[src/rtl/msg_encrypt6.sv]
// msg_encrypt6: builds a 64-character LFSR-encrypted frame (preamble + plaintext)
// in data memory at FRAME_LEN..FRAME_LEN+63, one character per cycle.
`default_nettype none

module msg_encrypt6 #(
  parameter int FRAME_LEN = 64,
  parameter int PRE_MIN   = 7
) (
  input  logic       clk,
  input  logic       init,
  input  logic       start,
  input  logic [2:0] tap_sel,
  input  logic [5:0] seed,
  input  logic [5:0] pre_len,
  input  logic [7:0] data_out,
  output logic [7:0] raddr,
  output logic [7:0] waddr,
  output logic [7:0] data_in,
  output logic       wr_en,
  output logic       busy,
  output logic       done
);

  localparam logic [5:0] PRE_MIN_W   = 6'(PRE_MIN);
  localparam logic [7:0] FRAME_BASE  = 8'(FRAME_LEN);
  localparam logic [7:0] PREAMBLE_CH = 8'h5F;

  typedef enum logic [1:0] {
    S_IDLE = 2'd0,
    S_LOAD = 2'd1,
    S_RUN  = 2'd2,
    S_DONE = 2'd3
  } state_t;

  state_t     state_q, state_d;
  logic [5:0] k_q, k_d;
  logic [5:0] lfsr_q, lfsr_d;
  logic [5:0] taps_q, taps_d;
  logic [5:0] pre_q, pre_d;

  logic [5:0] taps_sel;
  logic       in_preamble;
  logic [7:0] plain;

  always_comb begin
    case (tap_sel)
      3'd1:    taps_sel = 6'h2D;
      3'd2:    taps_sel = 6'h30;
      3'd3:    taps_sel = 6'h33;
      3'd4:    taps_sel = 6'h36;
      3'd5:    taps_sel = 6'h39;
      default: taps_sel = 6'h21;
    endcase
  end

  always_comb begin
    state_d = state_q;
    k_d     = k_q;
    lfsr_d  = lfsr_q;
    taps_d  = taps_q;
    pre_d   = pre_q;
    case (state_q)
      S_IDLE: if (start) state_d = S_LOAD;
      S_LOAD: begin
        taps_d  = taps_sel;
        lfsr_d  = (seed == 6'd0) ? 6'h01 : seed;
        pre_d   = (pre_len < PRE_MIN_W) ? PRE_MIN_W : pre_len;
        k_d     = 6'd0;
        state_d = S_RUN;
      end
      S_RUN: begin
        lfsr_d = {lfsr_q[4:0], ^(lfsr_q & taps_q)};
        if (k_q == 6'd63) state_d = S_DONE;
        else              k_d     = k_q + 6'd1;
      end
      S_DONE: if (start) state_d = S_LOAD;
      default: state_d = S_IDLE;
    endcase
  end

  always_ff @(posedge clk or posedge init) begin
    if (init) begin
      state_q <= S_IDLE;
      k_q     <= 6'd0;
      lfsr_q  <= 6'd0;
      taps_q  <= 6'd0;
      pre_q   <= 6'd0;
    end else begin
      state_q <= state_d;
      k_q     <= k_d;
      lfsr_q  <= lfsr_d;
      taps_q  <= taps_d;
      pre_q   <= pre_d;
    end
  end

  // Outputs decode straight from the registers so reset kills wr_en immediately.
  assign in_preamble = (k_q < pre_q);
  assign plain       = in_preamble ? PREAMBLE_CH : data_out;

  always_comb begin
    wr_en   = 1'b0;
    waddr   = 8'd0;
    raddr   = 8'd0;
    data_in = 8'd0;
    if (state_q == S_RUN) begin
      wr_en   = 1'b1;
      waddr   = FRAME_BASE + {2'b00, k_q};
      raddr   = in_preamble ? 8'd0 : {2'b00, k_q - pre_q};
      data_in = plain ^ {2'b00, lfsr_q};
    end
  end

  assign busy = (state_q == S_LOAD) || (state_q == S_RUN);
  assign done = (state_q == S_DONE);

endmodule

`default_nettype wire

[config.mk]
export PLATFORM = sky130hd
export DESIGN_NAME = msg_encrypt6
export DESIGN_NICKNAME = d
export VERILOG_FILES = /design/src/rtl/msg_encrypt6.sv
export SDC_FILE = /design/constraint.sdc
export NUM_CORES = 1
export LEC_CHECK = 0
export ABC_AREA = 1
export CAP_MARGIN = 0
export CORE_ASPECT_RATIO = 1.1
export CORE_UTILIZATION = 52
export DETAILED_ROUTE_END_ITERATION = 16
export PLACE_DENSITY = 0.86
export SYNTH_ARGS = -nofsm -noshare
export SYNTH_HDL_FRONTEND = slang
export SYNTH_SLANG_ARGS = --single-unit
[constraint.sdc]
create_clock -name clk -period 3.3 [get_ports clk]
set_clock_uncertainty 0.05 [all_clocks]
set_input_delay 0.66 -clock clk [delete_from_list [all_inputs] [get_ports clk]]
set_output_delay 0.66 -clock clk [all_outputs]
set_load 0.02 [all_outputs]
### After elaboration in Yosys (flattened, before gate mapping)

Cells that the tools add are included.

* flip-flop bits (word level): 26
* input bits: 26
* output and inout bits: 27
* word-level logic and storage cells: 47

* add/sub/neg operators: 3
* $lt $le $gt $ge: 2
* eq/ne operators: 12
* multiplexer cells: 15
* bitwise gates (word level): 2
* reductions and logical operators: 8

Operators with widths (number)
* 6-bit two-way mux: 5
* 5-bit one-hot mux with 5 select lines: 1
* 8-bit two-way mux: 3
* 6-bit one-hot mux with 2 select lines: 2
* 7-bit by 6-bit adder with 8-bit output (first input constant): 1
* 8-bit by 6-bit bitwise XOR with 8-bit output: 1
* 6-bit by 1-bit adder with 6-bit output (second input constant): 1
* 6-bit bitwise AND: 1
* 3-bit by 2-bit == test with 1-bit output (second input constant): 2
* 3-bit == test (second input constant): 2
* 6-bit == test (second input constant): 1
* 6-bit logical NOT: 1
* 6-bit by 3-bit < comparator with 1-bit output (second input constant): 1
* 6-bit < comparator: 1
* 2-bit one-hot mux with 3 select lines: 1
* 6-bit parity: 1
* 6-bit subtractor: 1
* 2-bit == test (second input constant): 2
* 2-bit two-way mux: 2
* 2-bit inequality test (second input constant): 2
* 2-bit AND reduction: 2
* 3-bit by 1-bit == test with 1-bit output (second input constant): 1
* 2-bit by 1-bit == test with 1-bit output (second input constant): 1
* 2-bit logical NOT: 1
* other kinds (5): 5

### Logic depth before layout (Yosys ltp)

* word-level depth: 4
* depth in mapped cells: 12
* gate-level depth less buffers: 11

### Worst setup path after synthesis

No wires, ideal clock.

* path kind: register -> output
* from: reg k_q[0]
* to: out data_in[5]
* arrival: 1.909 ns
* data required time: 2.590 ns
* slack: 0.681 ns
* stages on the path, launching flop included: 13
* path buffers: 1
* cells stage by stage: dfrtp_1 -> inv_1 -> ha_1 -> inv_1 -> fa_1 -> nand3_1 -> nand2_1 -> nand2_2 -> a21oi_4 -> buf_6 -> nand3_1 -> nand2_1 -> nor2_1

* cells in the longest elaborated chain, start to end: 4

RTL lines
* start, declared: RTL line 36 `logic [5:0] k_q, k_d;`
* start signal, assigned: RTL line 90 `k_q <= k_d;`
* 6-bit < comparator: RTL line 98 `assign in_preamble = (k_q < pre_q);`
* 8-bit two-way mux: RTL line 99 `assign plain = in_preamble ? PREAMBLE_CH : data_out;`
* 8-bit by 6-bit bitwise XOR with 8-bit output: RTL line 110 `data_in = plain ^ {2'b00, lfsr_q};`
* 8-bit two-way mux: RTL line 106 `if (state_q == S_RUN) begin`
* end, declared: RTL line 18 `output logic [7:0] data_in,`

Every way passes these cells.

### Final worst setup path

* from: reg k_q[0]
* to: out data_in[0]

The elaborated chain is that of the path after synthesis.

==> metrics.md <==
| Metric | Value |
|---|---|
| Power density over the cells | 859.5 nW/um^2 |
| Period utilization | a little over nine tenths |
| Initial antenna violation count | 0 |
| Die area | 3816 sq um |
| Die Y | 64.69 um |
| Worst path slowest cell | dfrtp_1 |
| Cell family with most CP delay | adder cells |
| Total number of vias | 1848 |
| Switching Share | between 40% and 50% |
| # diodes | 0 |
| Pint | 1.041 mW |
| Flops & latches, synth | 26 |
| Nature of the critical path startpoint | register |
| Input/output buffers | roughly 50 |
| Initial cell density of the core | 54.88% |
| Critical R2R Launch | state_q[1] |
| I/O pin count | 53 |
| Hold path startpoint | taps_q[5] |
| Critical-path maximum fanout | 6 |
| Post-DP HPWL | between 3000 and 4000 um |
| Syn. warnings | 0 |
| Top cell type by total area after synthesis | dfrtp_1 |
| Setup crit start | k_q[0] |
| Final-report max-slew violation count | 0 |
| Combinational Power Share | roughly two thirds |
| ANT nets after route | 0 |
| GRT overflow | 0 |
| Via density | 5.063 |
| Crit path buf inv count | 3 |
| GPL Wtd Cong | just over 0.8 |
| Layout cells sized above 1 | under 10% |
| Pin count of the biggest net entering global routing | 27 |
| Worst VDD drop | 596.8 uV |
| Peak Freq | between 0.3 and 0.4 GHz |
| Post-synth top area share | 35.02% |
| CTS tree | built |
| Vias in the first global route | approximately 1700 |
| Max incr delay on CP | approximately 430 ps |
| Mapped Cells | 265 |
| Clk Latency, worst-skew pair | roughly 320 ps |
| Clock power frac | 8.1% |
| WL final | 4375 um |
| Initial DRC Count | 77 |
| Seq pwr share | 27.2% |
| Psw | between 1 and 1.5 mW |
| First-pass GRT wire length | approximately 7400 um |
| Seq/Total Area, Yosys | 35.02% |
| Crit-path cells | inv_2 > ha_1 > inv_1 > fa_1 > nand3_1 > nand2_1 > nand2_2 > a21oi_4 > nand3_1 > nand2_1 > nor2_1 > dlygate4sd2_1 |
| Worst Path Arrival | 2400 ps |
| Synth area leaders | dfrtp_1 (35%), nand2_1 (13%), inv_1 (7.9%) |
| Root buffer cell | clkbuf_4 |
| Hold slack | 444.6 ps |
| Drt first pass iters | 4 |
| Post-route DRC | 0 |
| Post-route cell area | 2386 sq um |
| Hold Crit Class | reg -> reg |
| Syn avg cell area | 7.011 sq um |
| Crit path time final | 3105 ps |
| Data required, critical path | approximately 2600 ps |
| Clk sink count | 26 |
| Num CTS Buffers | 3 |
| Max Cap Viol | 0 |
| Setup TNS | 0 ps |
| Die W | approximately 59 um |
| CP Class | reg -> out |
| All-Layer GR Usage | 24.71% |
| P&R area growth vs syn | 28.42% |
| Final layout net count | 356 |
| Status | finished, final reports clean |
| Final Setup Violations | 0 |
| Clock transition at the registers of the reported paths | 150 ps |
| Cell Area, Synth | 1858 sq um |
| RSZ-0062 raised after global routing | no |
| Core area | 3386 sq um |
| Cell row count | 22 |
| # fillers | 290 |
| Final Hold Violating Endpoints | 0 |
| WL/cell | 11.99 um |
| Static Leak | 1.242 nW |
| CTS Buffer Depth | 2 |
| Placed Area | 2395 sq um |
| Critical path capture point type | output pin |
| Synth cell types | 29 |
| H-tree levels | 1 |
==> synth_stat cells, drive strengths merged <==
cell type and instances:
nand2 67, inv 40, nor2 37, dfrtp 26, a21oi 23, o21ai 16
nand3 13, ha 11, buf 7, xnor2 5, a31oi 3, or2 3
a22oi 2, clkbuf 2, nor3b 2, a22o 1, clkinv 1, conb 1
fa 1, nand4 1, nor3 1, o31ai 1, or3 1
==> final timing paths <==
| check | endpoint | depth (start not counted) | slack (ps) |
|---|---|---|---|
| worst max-delay path | data_in[0] | 12 | 190 |
| worst min-delay path | taps_q[5] | 1 | 440 |
| worst max register to register | k_q[3] | 6 | 1470 |
| worst min register to register | taps_q[5] | 1 | 440 |
| max in group asynchronous | taps_q[4] | 3 | 2300 |
| min in group asynchronous | pre_q[3] | 3 | 650 |
==> cells in the final DEF, fill, tap and decap left out, drive strengths merged <==
cell / instances
a21oi: 23
a22o: 1
a22oi: 2
a31oi: 3
buf: 7
clkbuf: 13
clkdlybuf4s15: 2
clkdlybuf4s50: 35
clkinv: 1
conb: 3
dfrtp: 26
dlygate4sd2: 2
fa: 1
ha: 11
inv: 40
nand2: 67
nand3: 13
nand4: 1
nor2: 37
nor3: 1
nor3b: 2
o21ai: 16
o31ai: 1
or2: 3
or3: 1
xnor2: 5
==> sequential cells by signal, summed over array words and instances, names as in the netlist <==
register	count
k_q	6
lfsr_q	6
taps_q	6
pre_q	6
state_q	2
==> cell families after synthesis <==
group	Yosys count	synth area share (%)
AND/OR/NAND/NOR	125	28.08
flip-flops	26	35.02
buffers and inverters	50	11.45
XOR/XNOR	5	2.357
other	1	0.2018
AO/OA/AOI/OAI	46	14.41
adder cells (fa/ha/maj)	12	8.485
==> power by group through the flow <==
stage	sequential, mW	combinational, mW	clock [mW]
after floorplan	0.533	0.982	0
after CTS	0.555	1.34	0.169
after global placement	0.556	1.32	0
after global routing	0.575	1.50	0.187
after detailed placement	0.561	1.35	0
final	0.558	1.33	0.166
==> per-layer routing <==
| metal | part of all wire, % | vias to the layer above | GRT usage, % |
|---|---|---|---|
| met5 | 0 | - | 0 |
| met4 | 1.1 | 0 | 6.845 |
| met3 | 3.9 | 4 | 1.996 |
| met2 | 50 | 47 | 41.48 |
| met1 | 45 | 866 | 33.76 |
| li1 | - | 931 | - |
==> per-stage QoR <==
| step | power, mW | utilization (%) | instances | setup WS (ps) |
|---|---|---|---|---|
| 2_1_floorplan | 1.516 | - | 267 | 681.5 |
| 3_3_place_gp | 1.872 | 70.73 | 360 | 133.4 |
| 3_5_place_dp | 1.911 | 70.73 | 360 | 89.67 |
| 4_1_cts | 2.064 | 71.51 | 365 | 17.62 |
| 5_1_grt | 2.262 | 70.47 | 365 | 0.7110 |
| 6_report | 2.051 | 70.47 | 365 | 194.8 |
==> cell type report <==
class | instances | area [sq um] | share of cell area, %
multi-input cells | 191 | 1002 | 42.00
flip-flops and latches | 26 | 650.6 | 27.27
repair buffers | 55 | 483.0 | 20.24
inverters | 41 | 153.9 | 6.450
well taps | 48 | 60.06 | 2.517
clock buffers | 4 | 36.28 | 1.521
==> repair_timing <==
item,CTS,global route
gates resized for setup,14,24
buffers inserted,1,0
hold buffers,0,0
endpoints found under the setup margin,14,13
gates cloned,0,0
pin swaps,1,0
endpoints found under the hold margin,0,0
Note: power is estimated with default switching activity, not from simulation.
